===== config.mk =====
export PLATFORM = sky130hd
export DESIGN_NAME = fetch_unit
export DESIGN_NICKNAME = d
export VERILOG_FILES = /design/src/rtl/fetch_unit.sv
export SDC_FILE = /design/constraint.sdc
export NUM_CORES = 1
export LEC_CHECK = 0
export ABC_AREA = 0
export ABC_CLOCK_PERIOD_IN_PS = 10600
export CAP_MARGIN = 30
export CORE_MARGIN = 3
export CORE_UTILIZATION = 25
export DETAILED_ROUTE_END_ITERATION = 16
export GPL_ROUTABILITY_DRIVEN = 0
export PLACE_DENSITY = 0.49
export SYNTH_ARGS = -nofsm -noshare
export SYNTH_HDL_FRONTEND = slang
export SYNTH_SLANG_ARGS = --single-unit

===== constraint.sdc =====
create_clock -name clk -period 10.6 [get_ports clk]
set_input_delay 2.65 -clock clk [delete_from_list [all_inputs] [get_ports clk]]
set_output_delay 2.65 -clock clk [all_outputs]
set_load 0.02 [all_outputs]

===== src/rtl/fetch_unit.sv =====
// -----------------------------------------------------------------------------
// fetch_unit
//   Instruction fetch stage that sits in front of decode. It owns the PC,
//   issues word requests to instruction memory (req/ack, wait states allowed),
//   and hands each returned word plus its address to decode over valid/ready.
//   Execute can redirect the stream with a single-cycle taken-branch pulse,
//   and a level halt stops new fetches while the output still drains. A
//   one-entry skid buffer catches a word that returns while decode stalls.
//
// Ports
//   clk          rising-edge clock
//   reset        asynchronous active-low reset (0 = in reset)
//   in_mem       instruction word, valid when in_mem_ack=1
//   in_mem_ack   memory completes the outstanding request this cycle
//   in_mem_addr  fetch address (always the current pc, word aligned)
//   in_mem_en    fetch request, high only in FETCH and FLUSH
//   br_taken     redirect pulse from execute
//   br_target    redirect address, bits [1:0] forced to 0
//   halt         level, stop issuing new fetches
//   instr_ready  decode accepts instr this cycle
//   instr        fetched instruction
//   instr_pc     address of instr
//   instr_valid  instr/instr_pc valid
// -----------------------------------------------------------------------------
module fetch_unit #(
  parameter logic [31:0] RESET_PC = 32'h0000_0000,
  parameter logic [31:0] PC_STEP  = 32'd4
) (
  input  logic        clk,
  input  logic        reset,
  input  logic [31:0] in_mem,
  input  logic        in_mem_ack,
  output logic [31:0] in_mem_addr,
  output logic        in_mem_en,
  input  logic        br_taken,
  input  logic [31:0] br_target,
  input  logic        halt,
  input  logic        instr_ready,
  output logic [31:0] instr,
  output logic [31:0] instr_pc,
  output logic        instr_valid
);

  typedef enum logic [2:0] {
    IDLE,
    FETCH,
    FLUSH,
    HOLD,
    HALTED
  } state_t;

  state_t      state, state_nxt;
  logic [31:0] pc, pc_nxt;
  // Redirect target parked while a flushed request is still outstanding; the
  // pc itself keeps driving the old address so en/addr stay stable until ack.
  logic [31:0] flush_pc, flush_pc_nxt;
  logic [31:0] instr_nxt, instr_pc_nxt;
  logic        instr_valid_nxt;
  logic        skid_valid, skid_valid_nxt;
  logic [31:0] skid_instr, skid_pc;
  logic        skid_load;
  logic [31:0] br_pc;
  logic        out_xfer;

  assign br_pc       = {br_target[31:2], 2'b00};
  assign out_xfer    = instr_valid & instr_ready;
  assign in_mem_addr = pc;
  assign in_mem_en   = (state == FETCH) || (state == FLUSH);

  always_comb begin
    // NOTE: every output of this block gets a default first so that no path
    // through the case statement leaves a signal unassigned (no latches).
    state_nxt       = state;
    pc_nxt          = pc;
    flush_pc_nxt    = flush_pc;
    instr_nxt       = instr;
    instr_pc_nxt    = instr_pc;
    instr_valid_nxt = instr_valid & ~out_xfer;  // drain unless reloaded below
    skid_valid_nxt  = skid_valid;
    skid_load       = 1'b0;

    case (state)
      IDLE: begin
        if (br_taken) pc_nxt = br_pc;
        state_nxt = halt ? HALTED : FETCH;
      end

      FETCH: begin
        if (br_taken) begin
          instr_valid_nxt = 1'b0;
          skid_valid_nxt  = 1'b0;
          if (in_mem_ack) begin
            // Returned word is dropped; request the target next cycle.
            pc_nxt    = br_pc;
            state_nxt = FETCH;
          end else begin
            flush_pc_nxt = br_pc;
            state_nxt    = FLUSH;
          end
        end else if (in_mem_ack) begin
          pc_nxt = pc + PC_STEP;
          if (!instr_valid || instr_ready) begin
            instr_nxt       = in_mem;
            instr_pc_nxt    = pc;
            instr_valid_nxt = 1'b1;
            state_nxt       = halt ? HALTED : FETCH;
          end else begin
            skid_load      = 1'b1;
            skid_valid_nxt = 1'b1;
            state_nxt      = HOLD;
          end
        end
        // ack=0: request stays outstanding, halt waits for its completion.
      end

      FLUSH: begin
        instr_valid_nxt = 1'b0;
        if (br_taken) flush_pc_nxt = br_pc;
        if (in_mem_ack) begin
          pc_nxt    = br_taken ? br_pc : flush_pc;
          state_nxt = halt ? HALTED : FETCH;
        end
      end

      HOLD: begin
        if (br_taken) begin
          pc_nxt          = br_pc;
          instr_valid_nxt = 1'b0;
          skid_valid_nxt  = 1'b0;
          state_nxt       = FETCH;
        end else if (instr_ready) begin
          instr_nxt       = skid_instr;
          instr_pc_nxt    = skid_pc;
          instr_valid_nxt = 1'b1;
          skid_valid_nxt  = 1'b0;
          state_nxt       = halt ? HALTED : FETCH;
        end
      end

      HALTED: begin
        if (br_taken) begin
          pc_nxt          = br_pc;
          instr_valid_nxt = 1'b0;
          skid_valid_nxt  = 1'b0;
        end else if (!halt) begin
          state_nxt = FETCH;
        end
      end

      default: state_nxt = IDLE;
    endcase
  end

  // NOTE: sequential state uses non-blocking assignments so every flop samples
  // the pre-edge values regardless of statement order.
  always_ff @(posedge clk or negedge reset) begin
    if (!reset) begin
      state       <= IDLE;
      pc          <= RESET_PC;
      flush_pc    <= RESET_PC;
      instr       <= 32'h0;
      instr_pc    <= 32'h0;
      instr_valid <= 1'b0;
      skid_valid  <= 1'b0;
    end else begin
      state       <= state_nxt;
      pc          <= pc_nxt;
      flush_pc    <= flush_pc_nxt;
      instr       <= instr_nxt;
      instr_pc    <= instr_pc_nxt;
      instr_valid <= instr_valid_nxt;
      skid_valid  <= skid_valid_nxt;
    end
  end

  // NOTE: the skid payload is storage qualified by skid_valid, so it carries
  // no reset; only the valid flag needs a defined value out of reset.
  always_ff @(posedge clk) begin
    if (skid_load) begin
      skid_instr <= in_mem;
      skid_pc    <= pc;
    end
  end

endmodule


==> run summary, run 1 <==
CTS
------------------------------------------------------------------------------
Post-cts resize count ...........................................            0
Clock tree sinks ................................................          196
Clock root buffer ............................................... sky130_fd_sc_hd__clkbuf_16
Clock transition at the registers of the reported paths .........        80 ps
TritonCTS clock tree ............................................        built
Max Buffers Root-to-Sink ........................................            2
Clock latency on the worst-skew pair ............................       440 ps
Post-CTS repair timing setup buffer count .......................            0
Total CTS buffers ...............................................           17
Post-cts hold buffer count ......................................            0
Number of levels in the clock H-tree ............................            4

SYNTH
------------------------------------------------------------------------------
Synthesized netlist cell count ..................................          919
Cell taking the most area after synthesis ....................... sky130_fd_sc_hd__dfrtp_1
Net Count, Synth ................................................          990
Area share of the largest cell type after synthesis .............       0.3552
Leading register cell type out of synthesis ..................... sky130_fd_sc_hd__dfrtp_1
Most area-consuming cells after synthesis ....................... sky130_fd_sc_hd__dfrtp_1, sky130_fd_sc_hd__edfxtp_1, sky130_fd_sc_hd__nand2_1
Part of the Yosys area used for sequential elements .............       0.5618
Library cells used by synthesis .................................           76
Asr flop ratio synth ............................................       0.6735
Flop and latch count out of synthesis ...........................          196
Number of synthesis warnings ....................................            0
Syn_area_per_cell ...............................................   10.12 um^2
Post-synth EDFFs ................................................           64
Area of the mapped netlist ......................................    9300 um^2

ROUTE
------------------------------------------------------------------------------
Antenna violation net count after detailed routing ..............            0
DRC marker count from the first detailed-route iteration ........          587
Vias ............................................................         7706
Final routed wirelength across all metal layers .................     29.28 mm
Count of unresolved DRC violations after routing ................            0
Mean routed wirelength per cell .................................     19.09 um
Drt via density .................................................        5.023
Number of iterations in the first detailed-routing pass .........            5

POWER AND IR DROP
------------------------------------------------------------------------------
Ratio of total power to cell area ............................... 280.7 nW/um^2
Switching share of total power ..................................       0.4028
Max VDD drop ....................................................    0.1099 mV
Sequential fraction of design power .............................        0.383
Sw Pwr ..........................................................   0.001360 W
Clock group share of total power ................................        0.194
Cell Int Power ..................................................   0.002016 W
Tot Pwr .........................................................   0.003376 W
Combinational Power Share .......................................        0.423
Leakage component of the power ..................................     4.495 nW

TIMING
------------------------------------------------------------------------------
Timing-limited maximum frequency ................................    197.3 MHz
Setup violation total in the final timing report ................            0
Slew at the pin closest to its max-slew limit ...................     953.1 ps
Hold violation count in the final report ........................            0
Post-route fraction of the period consumed by the critical path .       0.4781
Setup TNS .......................................................         0 ps
Minimum clock period ............................................      5068 ps
Setup repair after global routing missed its margin .............        false
Max-slew violation count ........................................            0
Worst slew margin relative to its limit .........................       0.3646
Worst setup skew after layout ...................................     9.971 ps

PLACED DESIGN
------------------------------------------------------------------------------
HPWL after detailed placement ...................................     19.42 mm
Count of buffers inserted at the top-level ports ................          165
Number of placed instances with taps included ...................         1501

SETUP PATH
------------------------------------------------------------------------------
CP max FO .......................................................           78
Crit Path Class ................................................. input pin to register
Required arrival time at the worst endpoint .....................     10960 ps
CP Capture Type .................................................     register
Arrival @ worst endpoint ........................................      5430 ps
Register-to-Register Setup Slack ................................      7430 ps
Type of origin of the critical path .............................    input pin

JOB
------------------------------------------------------------------------------
Number of maximum-capacitance constraint violations .............            0

GLOBAL ROUTING
------------------------------------------------------------------------------
Wire length of the first global-routing pass ....................     44.76 mm
Pin count of the biggest net entering global routing ............           79
Leftover overflow at the end of global routing ..................            0
Total GRT Usage .................................................       0.1468
Initial antenna violation count .................................            0
Number of global-route vias before repair .......................         7282

FLOORPLAN
------------------------------------------------------------------------------
Die Area ........................................................   39550 um^2
Floorplan row count .............................................           70
Vertical extent of the die ......................................     198.9 um
Die width .......................................................     198.9 um
CORE AREA .......................................................   36610 um^2
Boundary pin count ..............................................          168
Initial cell density of the core ................................       0.2540

OUTCOME
------------------------------------------------------------------------------
Result of the run ...............................................    completed

CELLS AND AREA
------------------------------------------------------------------------------
Commonest non-fill, non-tap cell in the layout .................. sky130_fd_sc_hd__clkdlybuf4s50_1
Fraction of final layout cells sized beyond drive strength 1 ....      0.07598
Total of fill cells in the finished design ......................         3729
Final Instance Count excl. Fillers ..............................         1534
Nets ............................................................         1124
Area Overhead vs Synth ..........................................       29.33%
Most frequent cells in the layout ............................... sky130_fd_sc_hd__clkdlybuf4s50_1, sky130_fd_sc_hd__nand2_1, sky130_fd_sc_hd__dfrtp_1
Diode count .....................................................            0

MIN PATH
------------------------------------------------------------------------------
Type of the tightest min-delay check ............................ register to register

## power by group through the flow
stage	Combinational (W)	Clock (W)	Sequential, W
floorplan	0.000618	0	0.00145
global placement	0.00141	0	0.00130
detailed placement	0.00144	0	0.00131
CTS	0.00144	0.000678	0.00130
global route	0.00156	0.000705	0.00133
finish	0.00143	0.000655	0.00129
## synthesized netlist by cell type (7+ instances only)
| library cell | number |
|---|---|
| sky130_fd_sc_hd__a21oi_1 | 52 |
| sky130_fd_sc_hd__nand2_1 | 141 |
| sky130_fd_sc_hd__o22a_1 | 9 |
| sky130_fd_sc_hd__a211oi_1 | 8 |
| sky130_fd_sc_hd__mux2_1 | 28 |
| sky130_fd_sc_hd__a22o_1 | 10 |
| sky130_fd_sc_hd__buf_2 | 29 |
| sky130_fd_sc_hd__dfrtp_1 | 132 |
| sky130_fd_sc_hd__o21ai_0 | 17 |
| sky130_fd_sc_hd__nor2_1 | 112 |
| sky130_fd_sc_hd__or2_2 | 7 |
| sky130_fd_sc_hd__inv_1 | 14 |
| sky130_fd_sc_hd__a22oi_1 | 15 |
| sky130_fd_sc_hd__and3_1 | 8 |
| sky130_fd_sc_hd__nor3_1 | 13 |
| sky130_fd_sc_hd__o21ai_1 | 10 |
| sky130_fd_sc_hd__o22ai_1 | 29 |
| sky130_fd_sc_hd__nand3_1 | 14 |
| sky130_fd_sc_hd__clkbuf_1 | 27 |
| sky130_fd_sc_hd__edfxtp_1 | 64 |
| sky130_fd_sc_hd__a31oi_1 | 60 |
| sky130_fd_sc_hd__nand2b_1 | 9 |
## metrics by stage
stage               hold WS [ps]  instance area, um^2  worst slack [ps]  utilization
global route               504.7                12030              5317       0.3285
finish                     486.0                12030              5532       0.3285
floorplan                  454.4                 9300              3966            -
CTS                        492.1                12000              5403       0.3278
global placement           467.9                11360              4861       0.3104
detailed placement         475.7                11420              4927       0.3119
## sequential cells by signal (all words and copies together), names as in the netlist
register / flops
skid_instr: 32
skid_pc: 32
flush_pc: 32
in_mem_addr: 32
state: 3
instr_pc: 32
instr: 32
instr_valid: 1
## cells by family (layout without fill, tap and decap cells)
group	count (synthesis)	after routing	share of synthesized area
mux	34	34	0.04211
flops	196	196	0.5618
buf+inv	80	227	0.03740
xor+xnor	1	1	0.0009419
fa+ha+maj	1	1	0.001345
simple gates	353	353	0.1776
compound gates	254	254	0.1788
## worst max-delay path, cell delays in order
cell and delay, ps:
sky130_fd_sc_hd__clkdlybuf4s50_1 680, sky130_fd_sc_hd__and4bb_2 370, sky130_fd_sc_hd__o21ai_1 130, sky130_fd_sc_hd__a21oi_4 590
sky130_fd_sc_hd__buf_4 420, sky130_fd_sc_hd__buf_16 310, sky130_fd_sc_hd__nor2_1 70, sky130_fd_sc_hd__a31oi_1 150
## per-layer routing
metal  vias to the layer above  global-route usage  routed length (um)
met3                        31             0.03540                1896
met5                         -                   0                   0
li1                       3641                   -                   -
met4                         0             0.04086                 518
met1                      3781              0.2095               13870
met2                       253              0.2225               13000
## area by class of cell
cell class | instances | area, um^2 | share of cell area
tap | 468 | 585.6 | 0.04868
timing repair buffer | 180 | 1826 | 0.1518
clock buffer | 18 | 439.2 | 0.03651
inverter | 15 | 56.30 | 0.004681
multi-input combinational | 643 | 3752 | 0.3120
sequential | 196 | 5225 | 0.4344
clock inverter | 14 | 143.9 | 0.01196
## worst paths after layout
check / from / end / depth (start not counted)
hold / removal: flush_pc[4] / flush_pc[4] / 1
setup reg to reg: state[0] / instr[7] / 8
min in group asynchronous: reset / instr[22] / 1
hold reg to reg: flush_pc[4] / flush_pc[4] / 1
max in group asynchronous: reset / flush_pc[27] / 2
setup / recovery: in_mem_ack / instr[7] / 8
Note: power is estimated with default switching activity, not from simulation.
==> run 2, diff against run 1 <==
--- a/config.mk
+++ b/config.mk
@@ -6,7 +6,7 @@
 export NUM_CORES = 1
 export LEC_CHECK = 0
 export ABC_AREA = 0
-export ABC_CLOCK_PERIOD_IN_PS = 10600
+export ABC_CLOCK_PERIOD_IN_PS = 5200
 export CAP_MARGIN = 30
 export CORE_MARGIN = 3
 export CORE_UTILIZATION = 25
==> constraint.sdc (replaced) <==
create_clock -name clk -period 5.2 [get_ports clk]
set_input_delay 1.3 -clock clk [delete_from_list [all_inputs] [get_ports clk]]
set_output_delay 1.3 -clock clk [all_outputs]
set_load 0.02 [all_outputs]
==> run 2 against run 1 <==
  * Design area rose by 0.21%
  * Die area did not move
  * Critical path depth fell by 5
  * Global-route usage rose by 0.080 points
  * Flip-flop and latch count did not move
  * Register-to-register slack got worse by 5200 ps
  * Hold slack improved by 3.2 ps
==> run summary, run 2 (synthesized netlist as in run 1, its figures left out) <==
OUTCOME
------------------------------------------------------------------------------
Result of the run ...............................................    completed

TIMING
------------------------------------------------------------------------------
Worst setup skew after layout ...................................     11.14 ps   +1.167 ps
Timing-limited maximum frequency ................................    287.3 MHz
Hold violation count in the final report ........................            0   unchanged
Setup violation total in the final timing report ................            0   unchanged
Setup TNS .......................................................         0 ps   unchanged
Slew at the pin closest to its max-slew limit ...................     918.8 ps   -34.34 ps
Worst slew margin relative to its limit .........................       0.3875   +0.02289
Max-slew violation count ........................................            0   unchanged
Setup repair after global routing missed its margin .............        false
Minimum clock period ............................................      3481 ps
Post-route fraction of the period consumed by the critical path .       0.6694
Worst hold-check slack ..........................................     489.2 ps   +3.156 ps

SETUP PATH
------------------------------------------------------------------------------
Crit Path Class ................................................. register to primary output
CP max FO .......................................................           19   -76%
Required arrival time at the worst endpoint .....................      3900 ps   -7060 ps
Slowest cell on the critical path ............................... sky130_fd_sc_hd__dfrtp_1
Arrival @ worst endpoint ........................................      2180 ps   -3250 ps
CP Capture Type ................................................. primary output
Type of origin of the critical path .............................     register
Cell-by-cell trace of the critical path ......................... nand2b_1 > a21oi_1 > clkdlybuf4s50_1
Critical Path Max Stage Delay ...................................       740 ps   +60 ps
R2r worst-path depth ............................................            8   unchanged

ROUTE
------------------------------------------------------------------------------
Vias ............................................................         7692   -0.18%
Mean routed wirelength per cell .................................     19.14 um   +0.26%
Antenna violation net count after detailed routing ..............            0   unchanged
Final routed wirelength across all metal layers .................     29.42 mm   +0.46%
Number of iterations in the first detailed-routing pass .........            5   unchanged
DRC marker count from the first detailed-route iteration ........          568   -3.2%
Drt via density .................................................        5.005   -0.38%
Count of unresolved DRC violations after routing ................            0   unchanged

FLOORPLAN
------------------------------------------------------------------------------
Die width .......................................................     198.9 um   unchanged
Initial cell density of the core ................................       0.2540   unchanged
Die Area ........................................................   39550 um^2   unchanged
Boundary pin count ..............................................          168   unchanged
Floorplan row count .............................................           70   unchanged
Vertical extent of the die ......................................     198.9 um   unchanged
CORE AREA .......................................................   36610 um^2   unchanged

CTS
------------------------------------------------------------------------------
Clock tree sinks ................................................          196   unchanged
TritonCTS clock tree ............................................        built
Total CTS buffers ...............................................           17   unchanged
Max Buffers Root-to-Sink ........................................            2   unchanged
Post-CTS repair timing setup buffer count .......................            0   unchanged
Number of levels in the clock H-tree ............................            4   unchanged
Clock root buffer ............................................... sky130_fd_sc_hd__clkbuf_16
Post-cts resize count ...........................................            0   unchanged
Clock latency on the worst-skew pair ............................       440 ps   about the same
Post-cts hold buffer count ......................................            0   unchanged
Clock transition at the registers of the reported paths .........        80 ps   about the same

GLOBAL ROUTING
------------------------------------------------------------------------------
Initial antenna violation count .................................            0   unchanged
Leftover overflow at the end of global routing ..................            0   unchanged
Number of global-route vias before repair .......................         7337   +0.76%
Wire length of the first global-routing pass ....................     45.02 mm   +0.59%
Total GRT Usage .................................................       0.1476   +0.0008006
Pin count of the biggest net entering global routing ............          129   +63%

CELLS AND AREA
------------------------------------------------------------------------------
Area Overhead vs Synth ..........................................       29.60%
Most frequent cells in the layout ............................... sky130_fd_sc_hd__clkdlybuf4s50_1, sky130_fd_sc_hd__nand2_1, sky130_fd_sc_hd__dfrtp_1
Diode count .....................................................            0   unchanged
Area of combinational cells with multiple inputs ................    3747 um^2   -0.13%
Commonest non-fill, non-tap cell in the layout .................. sky130_fd_sc_hd__clkdlybuf4s50_1
Fraction of final layout cells sized beyond drive strength 1 ....      0.07671   +0.0007222
Total of fill cells in the finished design ......................         3763   +0.91%
Register cell area after layout .................................    5225 um^2   unchanged
Final core utilization ..........................................       0.3292   +0.0006840
Nets ............................................................         1127   +0.27%

PLACED DESIGN
------------------------------------------------------------------------------
HPWL after detailed placement ...................................     19.86 mm   +2.3%
Count of buffers inserted at the top-level ports ................          165   unchanged

POWER AND IR DROP
------------------------------------------------------------------------------
Max VDD drop ....................................................    0.2587 mV   +140%
Ratio of total power to cell area ............................... 576.4 nW/um^2   +110%
Leakage component of the power ..................................     4.519 nW   +0.53%

MIN PATH
------------------------------------------------------------------------------
Type of the tightest min-delay check ............................ register to register
Cell depth of the worst min-delay path ..........................            1   unchanged

JOB
------------------------------------------------------------------------------
Number of maximum-capacitance constraint violations .............            0   unchanged

==> run 2: cell count changes in the layout (fill, tap and decap cells not counted), moves of 2 or more <==
cell / change
sky130_fd_sc_hd__buf_4: +3
sky130_fd_sc_hd__buf_12: +2
sky130_fd_sc_hd__buf_16: -2
sky130_fd_sc_hd__clkinvlp_4: -2
sky130_fd_sc_hd__inv_6: +2
==> run 2: cell type report <==
cell class	count	share of cell area
inverters	15	0.004671
flip-flops and latches	196	0.4335
clock buffers	18	0.03644
well taps	468	0.04858
repair buffers	183	0.1521
multi-input cells	643	0.3109
clock inverters	14	0.01381
==> run 2: per-layer routing <==
metal	share of wire	global-route usage
met1	0.49	0.2175
met2	0.44	0.2205
met3	0.057	0.02896
met4	0.016	0.04112
met5	0	0
==> run 2: worst paths after layout <==
| kind | start | slack, ps | end |
|---|---|---|---|
| hold / removal | flush_pc[4] | 490 | flush_pc[4] |
| min in group asynchronous | reset | 890 | instr[25] |
| setup / recovery | state[1] | 1720 | in_mem_en |
| hold reg to reg | flush_pc[4] | 490 | flush_pc[4] |
| max in group asynchronous | reset | 3330 | in_mem_addr[4] |
| setup reg to reg | state[0] | 2210 | instr[9] |
==> run 2: through the flow <==
| step | cell area, um^2 | instances | worst slack [ps] | total power (W) |
|---|---|---|---|---|
| global route | 12050 | 1537 | 1568 | 0.007400 |
| global placement | 11420 | 1504 | 1312 | 0.005540 |
| finish | 12050 | 1537 | 1719 | 0.006948 |
| CTS | 12050 | 1537 | 1686 | 0.007030 |
| floorplan | 9303 | 919 | 984.4 | 0.004216 |
| detailed placement | 11450 | 1505 | 1360 | 0.005609 |
==> run 2: critical path, delay by kind of cell (launching register included) <==
kind | cells | cell delay, ps
compound gates | 1 | 180
buf+inv | 1 | 630
flops | 1 | 740
simple gates | 1 | 190
==> run 2: report_power, final <==
group          internal [W]  switching (W)
combinational       0.00129        0.00162
sequential          0.00212       0.000512
clock              0.000741       0.000659
